### config.mk
export PLATFORM = sky130hd
export DESIGN_NAME = write_burst_feeder
export DESIGN_NICKNAME = d
export VERILOG_FILES = /design/src/rtl/write_burst_feeder.sv
export SDC_FILE = /design/constraint.sdc
export NUM_CORES = 1
export LEC_CHECK = 0
export CORE_AREA = 2 2 212 214
export CTS_CLUSTER_SIZE = 24
export DETAILED_ROUTE_END_ITERATION = 6
export DIE_AREA = 0 0 214 216
export PLACE_DENSITY = 0.78
export SLEW_MARGIN = 40
export SYNTH_ARGS = -nofsm -noshare
export SYNTH_HDL_FRONTEND = slang
export SYNTH_SLANG_ARGS = --single-unit
### constraint.sdc
create_clock -name devclock -period 5.8 [get_ports devclock]
set_clock_uncertainty 0.15 [all_clocks]
set_input_delay 0.58 -clock devclock [delete_from_list [all_inputs] [get_ports devclock]]
set_output_delay 0.58 -clock devclock [all_outputs]
set_load 0.03 [all_outputs]
### src/rtl/write_burst_feeder.sv
// write_burst_feeder: takes one burst command plus a stream of data beats and
// replays them to the write master as memoryWrite pulses, one beat per pulse
// with a low gap between pulses. Tracks master buffer credit and outstanding
// bursts, and retires a burst when the master's response strobe arrives.
module write_burst_feeder #(
  parameter int buswidth    = 32,
  parameter int DFIFO_DEPTH = 16,
  parameter int WM_DEPTH    = 64,
  parameter int MAX_BURSTS  = 4
) (
  input  logic                devclock,
  input  logic                ARESETn,
  input  logic                cmd_valid,
  output logic                cmd_ready,
  input  logic [3:0]          cmd_id,
  input  logic [31:0]         cmd_addr,
  input  logic [3:0]          cmd_len,
  input  logic [2:0]          cmd_size,
  input  logic [1:0]          cmd_burst,
  input  logic [buswidth-1:0] wr_data,
  input  logic                wr_valid,
  output logic                wr_ready,
  input  logic                resp_strobe,
  input  logic [1:0]          resp_code,
  output logic                memoryWrite,
  output logic [buswidth-1:0] Datain,
  output logic [3:0]          ID,
  output logic [3:0]          WWID,
  output logic [31:0]         WADDR,
  output logic [3:0]          WLEN,
  output logic [2:0]          WSIZE,
  output logic [1:0]          WBURST,
  output logic                busy,
  output logic [7:0]          err_count,
  output logic [1:0]          last_resp
);
  localparam int DAW = $clog2(DFIFO_DEPTH);
  localparam int LAW = $clog2(MAX_BURSTS);
  localparam int CW  = $clog2(WM_DEPTH) + 1;
  localparam int OW  = $clog2(MAX_BURSTS) + 1;

  typedef enum logic [1:0] {S_IDLE, S_WAIT, S_PULSE, S_GAP} state_t;
  state_t state;

  // data FIFO: extra pointer bit distinguishes full from empty
  logic [buswidth-1:0] dmem [DFIFO_DEPTH];
  logic [DAW:0]        dwptr, drptr;
  logic                dempty, dfull, dpush, dpop;

  // length FIFO: one entry per outstanding burst, returns its credit on response
  logic [3:0]     lmem [MAX_BURSTS];
  logic [LAW-1:0] lwptr, lrptr;

  logic [OW-1:0] outstanding, outstanding_n;
  logic [CW-1:0] credit, credit_n, cmd_beats, resp_beats;
  logic [3:0]    beat_cnt;
  logic          cmd_fire, resp_pop, fsm_active_n;

  assign dempty   = (dwptr == drptr);
  assign dfull    = (dwptr[DAW] != drptr[DAW]) && (dwptr[DAW-1:0] == drptr[DAW-1:0]);
  assign wr_ready = !dfull;
  assign dpush    = wr_valid && !dfull;
  assign dpop     = (state == S_WAIT) && !dempty;

  assign cmd_beats  = CW'(cmd_len) + CW'(1);
  assign resp_beats = CW'(lmem[lrptr]) + CW'(1);
  assign cmd_ready  = (state == S_IDLE) && (credit >= cmd_beats) &&
                      (outstanding < OW'(MAX_BURSTS));
  assign cmd_fire   = cmd_valid && cmd_ready;
  // a strobe with nothing outstanding is spurious and has no effect at all
  assign resp_pop   = resp_strobe && (outstanding != '0);

  // FSM still busy after this edge: new accept, or mid-burst and not on the final pulse
  assign fsm_active_n = cmd_fire ||
                        ((state != S_IDLE) && !((state == S_PULSE) && (beat_cnt == WLEN)));

  // next credit/outstanding; accept and response in one cycle apply both deltas
  always_comb begin
    credit_n      = credit;
    outstanding_n = outstanding;
    if (cmd_fire) begin
      credit_n      = credit_n - cmd_beats;
      outstanding_n = outstanding_n + OW'(1);
    end
    if (resp_pop) begin
      credit_n      = credit_n + resp_beats;
      outstanding_n = outstanding_n - OW'(1);
    end
  end

  // FIFO storage arrays (no reset needed; pointers define validity)
  always_ff @(posedge devclock) begin
    if (ARESETn && dpush)    dmem[dwptr[DAW-1:0]] <= wr_data;
    if (ARESETn && cmd_fire) lmem[lwptr]          <= cmd_len;
  end

  // data FIFO pointers
  always_ff @(posedge devclock) begin
    if (!ARESETn) begin
      dwptr <= '0;
      drptr <= '0;
    end else begin
      if (dpush) dwptr <= dwptr + (DAW+1)'(1);
      if (dpop)  drptr <= drptr + (DAW+1)'(1);
    end
  end

  // credit, outstanding bursts, response bookkeeping and busy
  always_ff @(posedge devclock) begin
    if (!ARESETn) begin
      credit      <= CW'(WM_DEPTH);
      outstanding <= '0;
      lwptr       <= '0;
      lrptr       <= '0;
      busy        <= 1'b0;
      err_count   <= '0;
      last_resp   <= '0;
    end else begin
      credit      <= credit_n;
      outstanding <= outstanding_n;
      if (cmd_fire) lwptr <= lwptr + LAW'(1);
      if (resp_pop) begin
        lrptr     <= lrptr + LAW'(1);
        last_resp <= resp_code;
        if ((resp_code != 2'b00) && (err_count != 8'hFF)) err_count <= err_count + 8'd1;
      end
      busy <= fsm_active_n || (outstanding_n != '0);
    end
  end

  // burst sequencer: latch command, then WAIT -> PULSE -> GAP per beat
  always_ff @(posedge devclock) begin
    if (!ARESETn) begin
      state       <= S_IDLE;
      memoryWrite <= 1'b0;
      Datain      <= '0;
      ID          <= '0;
      WWID        <= '0;
      WADDR       <= '0;
      WLEN        <= '0;
      WSIZE       <= '0;
      WBURST      <= '0;
      beat_cnt    <= '0;
    end else begin
      memoryWrite <= 1'b0;
      case (state)
        S_IDLE: if (cmd_fire) begin
          ID       <= cmd_id;
          WWID     <= cmd_id;
          WADDR    <= cmd_addr;
          WLEN     <= cmd_len;
          WSIZE    <= cmd_size;
          WBURST   <= cmd_burst;
          beat_cnt <= '0;
          state    <= S_WAIT;
        end
        S_WAIT: if (!dempty) begin
          Datain      <= dmem[drptr[DAW-1:0]];
          memoryWrite <= 1'b1;
          state       <= S_PULSE;
        end
        S_PULSE: begin
          if (beat_cnt == WLEN) state <= S_IDLE;
          else begin
            beat_cnt <= beat_cnt + 4'd1;
            state    <= S_GAP;
          end
        end
        S_GAP:   state <= S_WAIT;
        default: state <= S_IDLE;
      endcase
    end
  end
endmodule

==> qor.txt, run 1 <==
final hold violation count -> 0
die area -> 46200 sq um
clock sinks -> 649
routed len/inst -> 25.0 um
number of cell rows -> 77
gr ovfl total -> 0
number of library cell types mapped by synthesis -> 51
Area growth syn-to-layout -> 19.0%
Peak VDD IR -> 0.000293 V
Die H -> 216 um
WP data arrival -> 4.78 ns
# port buffers -> 178
Mapped Area -> 25100 sq um
Slew headroom -> 42.5%
number of remaining DRC errors -> 0
initial core utilization -> 57.3%
HP Class -> reg2reg
Synth Warn # -> 0
# hold bufs at CTS -> 0
Main synth FF type -> edfxtp_1
syn_nets -> 1512
final core utilization -> 68.2%
CTS tree -> yes
TritonCTS buffer count -> 61
Worst-path clk slew -> 0.06 ns
CP Capture Type -> flip-flop
IO Pins -> 179
antenna violations before repair -> 0
nets -> 1716
gp weighted congestion -> 0.865
Inst Count DP -> 2129
Seq cells post-synth -> 649
final setup violation count -> 0
Critical Path RT -> 6.15 ns
max-slew violations -> 0
Post-CTS Setup Bufs -> 0
PD cells -> 391 nW/um^2
CP Max Fanout -> 57
sequential-to-total area share from yosys stat -> 72.7%
largest net degree at the start of global routing -> 69
Worst setup SP type -> primary input
status -> finished, final reports clean
cell count after synthesis -> 1399
Setup CP Type -> in2reg
EDFF count, synth -> 528
non-filler instance count after layout -> 2249
first-pass GRT wire length -> 85200 um
syn avg cell area -> 18.0 sq um
drt via density -> 6.02
post-DP HPWL -> 31100 um
Worst-Skew Late Latency -> 0.64 ns
Max-Cap Viols -> 0
Tcrit/Tclk final -> 76.4%
Tot GR Track Use -> 24.9%
most frequent cells in the layout -> edfxtp_1, nand2_1, clkdlybuf4s50_1, mux4_2, dfxtp_1
layout cell share with drive strength beyond 1 -> 19.6%
WL final -> 56300 um
number of iterations in the first detailed-routing pass -> 5
async set-reset flop share out of synthesis -> 0%
Leak -> 9.49 nW
via count -> 13.5k
Fin Setup TNS -> 0 ns
H-Tree Depth -> 2
RSZ-0062 raised after global routing -> no
antenna viol nets, final -> 0
Die Width -> 214 um
CTS resizes -> 0
core region area -> 43800 sq um
most common cell after layout, fill and taps aside -> edfxtp_1
Worst-Margin Slew -> 0.860 ns
Max Freq -> 0.226 GHz
CTS Buffer Depth -> 3
Tmin final -> 4.43 ns
drt initial violations -> 1482
vias in the first global route -> 13.9k
clock root cell -> clkbuf_16
## cell type report
| cell class | instances | area [sq um] |
|---|---|---|
| Fill cell | 2767 | 13900 |
| Sequential cell | 649 | 18300 |
| Tap cell | 592 | 741 |
| Antenna cell | 1 | 2.50 |
| Clock inverter | 44 | 393 |
| Clock buffer | 72 | 1590 |
| Inverter | 18 | 72.6 |
| Timing Repair Buffer | 218 | 2200 |
| Multi-Input combinational cell | 655 | 6610 |
## synth_stat cells (3+ instances only)
cell      instances  area, sq um
edfxtp_1        528        15900
nand2_1         190          713
mux4_2          164         3690
dfxtp_1         121         2420
a21oi_1          91          455
nor2_1           50          188
clkbuf_1         44          165
ha_1             27          338
xnor2_1          22          193
buf_2            21          105
inv_1            18         67.6
xor2_1           16          140
and3_1            8         50.1
mux2i_1           8         80.1
nand3_1           8         40.0
nand4_1           8         50.1
buf_1             7         26.3
nor4_1            7         43.8
and2_1            6         37.5
o21ai_0           6         30.0
buf_4             4         30.0
nor2b_1           4         25.0
nor3_1            4         20.0
a21o_1            3         22.5
nand3b_1          3         22.5
## through the flow
stage	hold slack [ns]	worst slack, ns	instance area, sq um	total power, mW
2_1_floorplan	0.299	0.856	25100	7.14
3_3_place_gp	0.291	0.812	27700	7.81
3_5_place_dp	0.298	0.752	27800	7.88
4_1_cts	0.307	1.40	29800	11.8
5_1_grt	0.324	0.987	29900	12.2
6_report	0.305	1.37	29900	11.7
## sequential cells by signal, summed over array words and instances, names as in the netlist, 3 cells and up, named ones only
| name | flops |
|---|---|
| WSIZE | 3 |
| WLEN | 4 |
| Datain | 32 |
| beat_cnt | 4 |
| dmem | 512 |
| dwptr | 5 |
| lmem | 16 |
| drptr | 5 |
| credit | 7 |
| err_count | 8 |
| WADDR | 32 |
| outstanding | 3 |
| WWID | 4 |
## layer usage
metal,share of wire [%],GRT usage (%),up-vias
met1,39,32.7,6955
li1,-,-,5858
met3,8.0,4.99,92
met4,2.3,7.81,0
met5,0,0,-
met2,51,42.2,635
## critical path, stage by stage
cell and delay (ns):
clkdlybuf4s50_1 0.54, ha_1 0.30, xnor2_1 0.14, ha_1 0.35
and3_1 0.19, a31oi_1 0.19, a41oi_4 0.27, buf_4 0.52
mux2i_1 0.27, fa_1 0.47, a21oi_1 0.17, nor2b_1 0.06
o21ai_0 0.46, o311a_1 0.21, o21ai_1 0.06
## power breakdown
group,leakage [nW],switching [mW],total (mW),internal [mW]
Sequential,5.75,0.131,5.37,5.24
Combinational,2.79,1.35,2.41,1.07
Clock,0.957,1.71,3.90,2.19
Total,9.49,3.19,11.7,8.50
## logic make-up (layout without fill, tap and decap cells)
| kind of cell | count (synthesis) | count (layout) | synth area share, % |
|---|---|---|---|
| compound gates | 121 | 121 | 2.82 |
| xor+xnor | 38 | 38 | 1.32 |
| fa+ha+maj | 29 | 29 | 1.50 |
| buf+inv | 95 | 352 | 1.61 |
| flops | 649 | 649 | 72.7 |
| mux | 174 | 174 | 15.1 |
| other cells | 0 | 1 | 0 |
| simple gates | 293 | 293 | 4.91 |
## final timing paths
path | from | cells after the start | slack, ns | end
max | cmd_len[0] | 15 | 1.37 | credit[6]$_SDFF_PN1_
min | WADDR[20]$_SDFFE_PN0P_ | 2 | 0.30 | WADDR[20]$_SDFFE_PN0P_
max reg2reg | drptr[1]$_SDFFE_PN0P_ | 6 | 1.79 | dmem[14][25]$_DFFE_PP_
min reg2reg | WADDR[20]$_SDFFE_PN0P_ | 2 | 0.30 | WADDR[20]$_SDFFE_PN0P_
No activity file was read; power rests on OpenSTA's default activity.
==> inputs of run 2 (changes only) <==
==> constraint.sdc (replaced) <==
create_clock -name devclock -period 4.3 [get_ports devclock]
set_clock_uncertainty 0.15 [all_clocks]
set_input_delay 0.43 -clock devclock [delete_from_list [all_inputs] [get_ports devclock]]
set_output_delay 0.43 -clock devclock [all_outputs]
set_load 0.03 [all_outputs]
==> qor.txt, run 2 (synthesis results as in run 1) <==
status -> finished, final reports clean (unchanged)
Multi-input gate area -> 6600 sq um (was 6610 sq um)
drt initial violations -> 1478 (was 1482)
Post-CTS Setup Bufs -> 0 (unchanged)
reg2reg setup slack -> 0.56 ns (was 1.79 ns)
CTS resizes -> 0 (unchanged)
critical path launch point -> cmd_len[0] (unchanged)
Int Power -> 12.3 mW (was 8.50 mW)
final setup violation count -> 0 (unchanged)
clock root cell -> clkbuf_16 (unchanged)
first-pass GRT wire length -> 86100 um (was 85200 um)
Sequential Area -> 18300 sq um (unchanged)
via count -> 13.6k (was 13.5k)
PD cells -> 549 nW/um^2 (was 391 nW/um^2)
P_sw -> 4.33 mW (was 3.19 mW)
fin worst setup slack -> 0.542 ns (was 1.37 ns)
gr ovfl total -> 0 (unchanged)
H-Tree Depth -> 3 (was 2)
sequential power share -> 43.5% (was 46.0%)
Die Width -> 214 um (unchanged)
largest net degree at the start of global routing -> 80 (was 69)
layout cell share with drive strength beyond 1 -> 20.4% (was 19.6%)
number of flip-flops under the largest register name -> 512 (unchanged)
initial core utilization -> 57.3% (unchanged)
clock sinks -> 649 (unchanged)
CP Max Fanout -> 3 (was 57)
HP Class -> in2reg (was reg2reg)
final core utilization -> 69.0% (was 68.2%)
Critical Path RT -> 3.72 ns (was 6.15 ns)
gp weighted congestion -> 0.850 (was 0.865)
switching share of total power -> 26.1% (was 27.3%)
Tot GR Track Use -> 25.2% (was 24.9%)
core region area -> 43800 sq um (unchanged)
final hold violation count -> 0 (unchanged)
n_diodes -> 0 (was 1)
number of cell rows -> 77 (unchanged)
max-slew violations -> 0 (unchanged)
TritonCTS buffer count -> 67 (was 61)
post-DP HPWL -> 30900 um (was 31100 um)
CP Capture Type -> output port (was flip-flop)
number of remaining DRC errors -> 0 (unchanged)
Critical path buffers and inverters -> 3 (was 2)
Tcrit/Tclk final -> 87.4%
FF-to-FF Start -> dwptr[2]$_SDFFE_PN0P_ (was drptr[1]$_SDFFE_PN0P_)
power share of the clock group -> 36.1% (was 33.4%)
Worst setup SP type -> primary input (unchanged)
CTS tree -> yes (unchanged)
Max Freq -> 0.266 GHz
Max-Cap Viols -> 0 (unchanged)
critical path's top delay family -> buffers and inverters (was compound AO/OA/AOI/OAI gates)
IO Pins -> 179 (unchanged)
WL final -> 57200 um (was 56300 um)
drt via density -> 6.00 (was 6.02)
Peak VDD IR -> 0.000378 V (was 0.000293 V)
Leak -> 9.68 nW (was 9.49 nW)
WP data arrival -> 3.18 ns (was 4.78 ns)
die area -> 46200 sq um (unchanged)
antenna violations before repair -> 2 (was 0)
Area growth syn-to-layout -> 20.3% (was 19.0%)
CP max-delay cell -> clkdlybuf4s50_1 (unchanged)
most frequent cells in the layout -> edfxtp_1, nand2_1, clkdlybuf4s50_1, mux4_2, dfxtp_1 (unchanged)
Worst-path clk slew -> 0.06 ns (about the same)
Logic pwr share -> 20.3% (was 20.6%)
Worst-Margin Slew -> 0.834 ns (was 0.860 ns)
pre-CTS WS -> 0.114 ns (was 0.752 ns)
Slew headroom -> 44.4% (was 42.5%)
CTS Buffer Depth -> 3 (unchanged)
nets -> 1731 (was 1716)
routed len/inst -> 25.3 um (was 25.0 um)
Setup CP Type -> in2out (was in2reg)
sequence of cells on the critical path -> clkdlybuf4s50_1, ha_1, nand3_1, ha_1, and3_1, a31oi_1, buf_4, nand4_1, and3_1, clkdlybuf4s50_1 (was clkdlybuf4s50_1, ha_1, xnor2_1, ha_1, and3_1, a31oi_1, a41oi_4, buf_4, mux2i_1, fa_1, a21oi_1, nor2b_1, o21ai_0, o311a_1, o21ai_1)
number of iterations in the first detailed-routing pass -> 7 (was 5)
RSZ-0062 raised after global routing -> no (unchanged)
Die H -> 216 um (unchanged)
Worst-Skew Late Latency -> 0.57 ns (was 0.64 ns)
fillers -> 2715 (was 2767)
# port buffers -> 178 (unchanged)
Tmin final -> 3.76 ns
antenna viol nets, final -> 0 (unchanged)
# hold bufs at CTS -> 0 (unchanged)
hold_sp -> cmd_size[0] (was WADDR[20]$_SDFFE_PN0P_)
vias in the first global route -> 14.1k (was 13.9k)
Largest stage delay, worst path -> 0.59 ns (was 0.54 ns)
most common cell after layout, fill and taps aside -> edfxtp_1 (unchanged)
run 2: worst paths after layout:
path	cells after the start	end
setup / recovery	10	cmd_ready
hold / removal	3	WSIZE[0]$_SDFFE_PN0P_
setup reg to reg	7	dmem[7][15]$_DFFE_PP_
hold reg to reg	2	WADDR[30]$_SDFFE_PN0P_
run 2: through the flow:
stage	power, mW	setup TNS (ns)	cell area, sq um	hold slack, ns	instances
after floorplan	9.63	-82.38	25100	0.299	1399
after global placement	10.6	0	27900	0.291	2137
after detailed placement	10.7	0	27900	0.296	2141
after CTS	16.7	0	30200	0.227	2261
after global routing	17.2	0	30200	0.264	2261
final	16.6	0	30200	0.253	2261
run 2: area by class of cell:
type | instances | area share, %
sequential | 649 | 60.5
multi-input combinational | 655 | 21.8
timing repair buffer | 227 | 7.43
clock buffer | 94 | 6.29
tap | 592 | 2.45
clock inverter | 26 | 1.30
inverter | 18 | 0.240
run 2: power groups by stage:
stage | Clock (mW) | Sequential, mW | Combinational (mW)
finish | 6.00 | 7.23 | 3.38
global route | 6.32 | 7.26 | 3.65
CTS | 6.10 | 7.23 | 3.40
detailed placement | 0 | 7.36 | 3.38
global placement | 0 | 7.35 | 3.24
floorplan | 0 | 7.64 | 1.99
run 2: metal layers:
metal	up-vias	wire length [um]	track usage (%)
met2	696	28500	42.2
li1	5900	-	-
met1	6871	22000	33.4
met5	-	31	0
met3	106	5310	5.37
met4	4	1390	8.41
run 2: worst min-delay path, stage by stage:
cell and delay, ns:
clkdlybuf4s50_1 0.39, nand2_1 0.05, a21oi_1 0.05
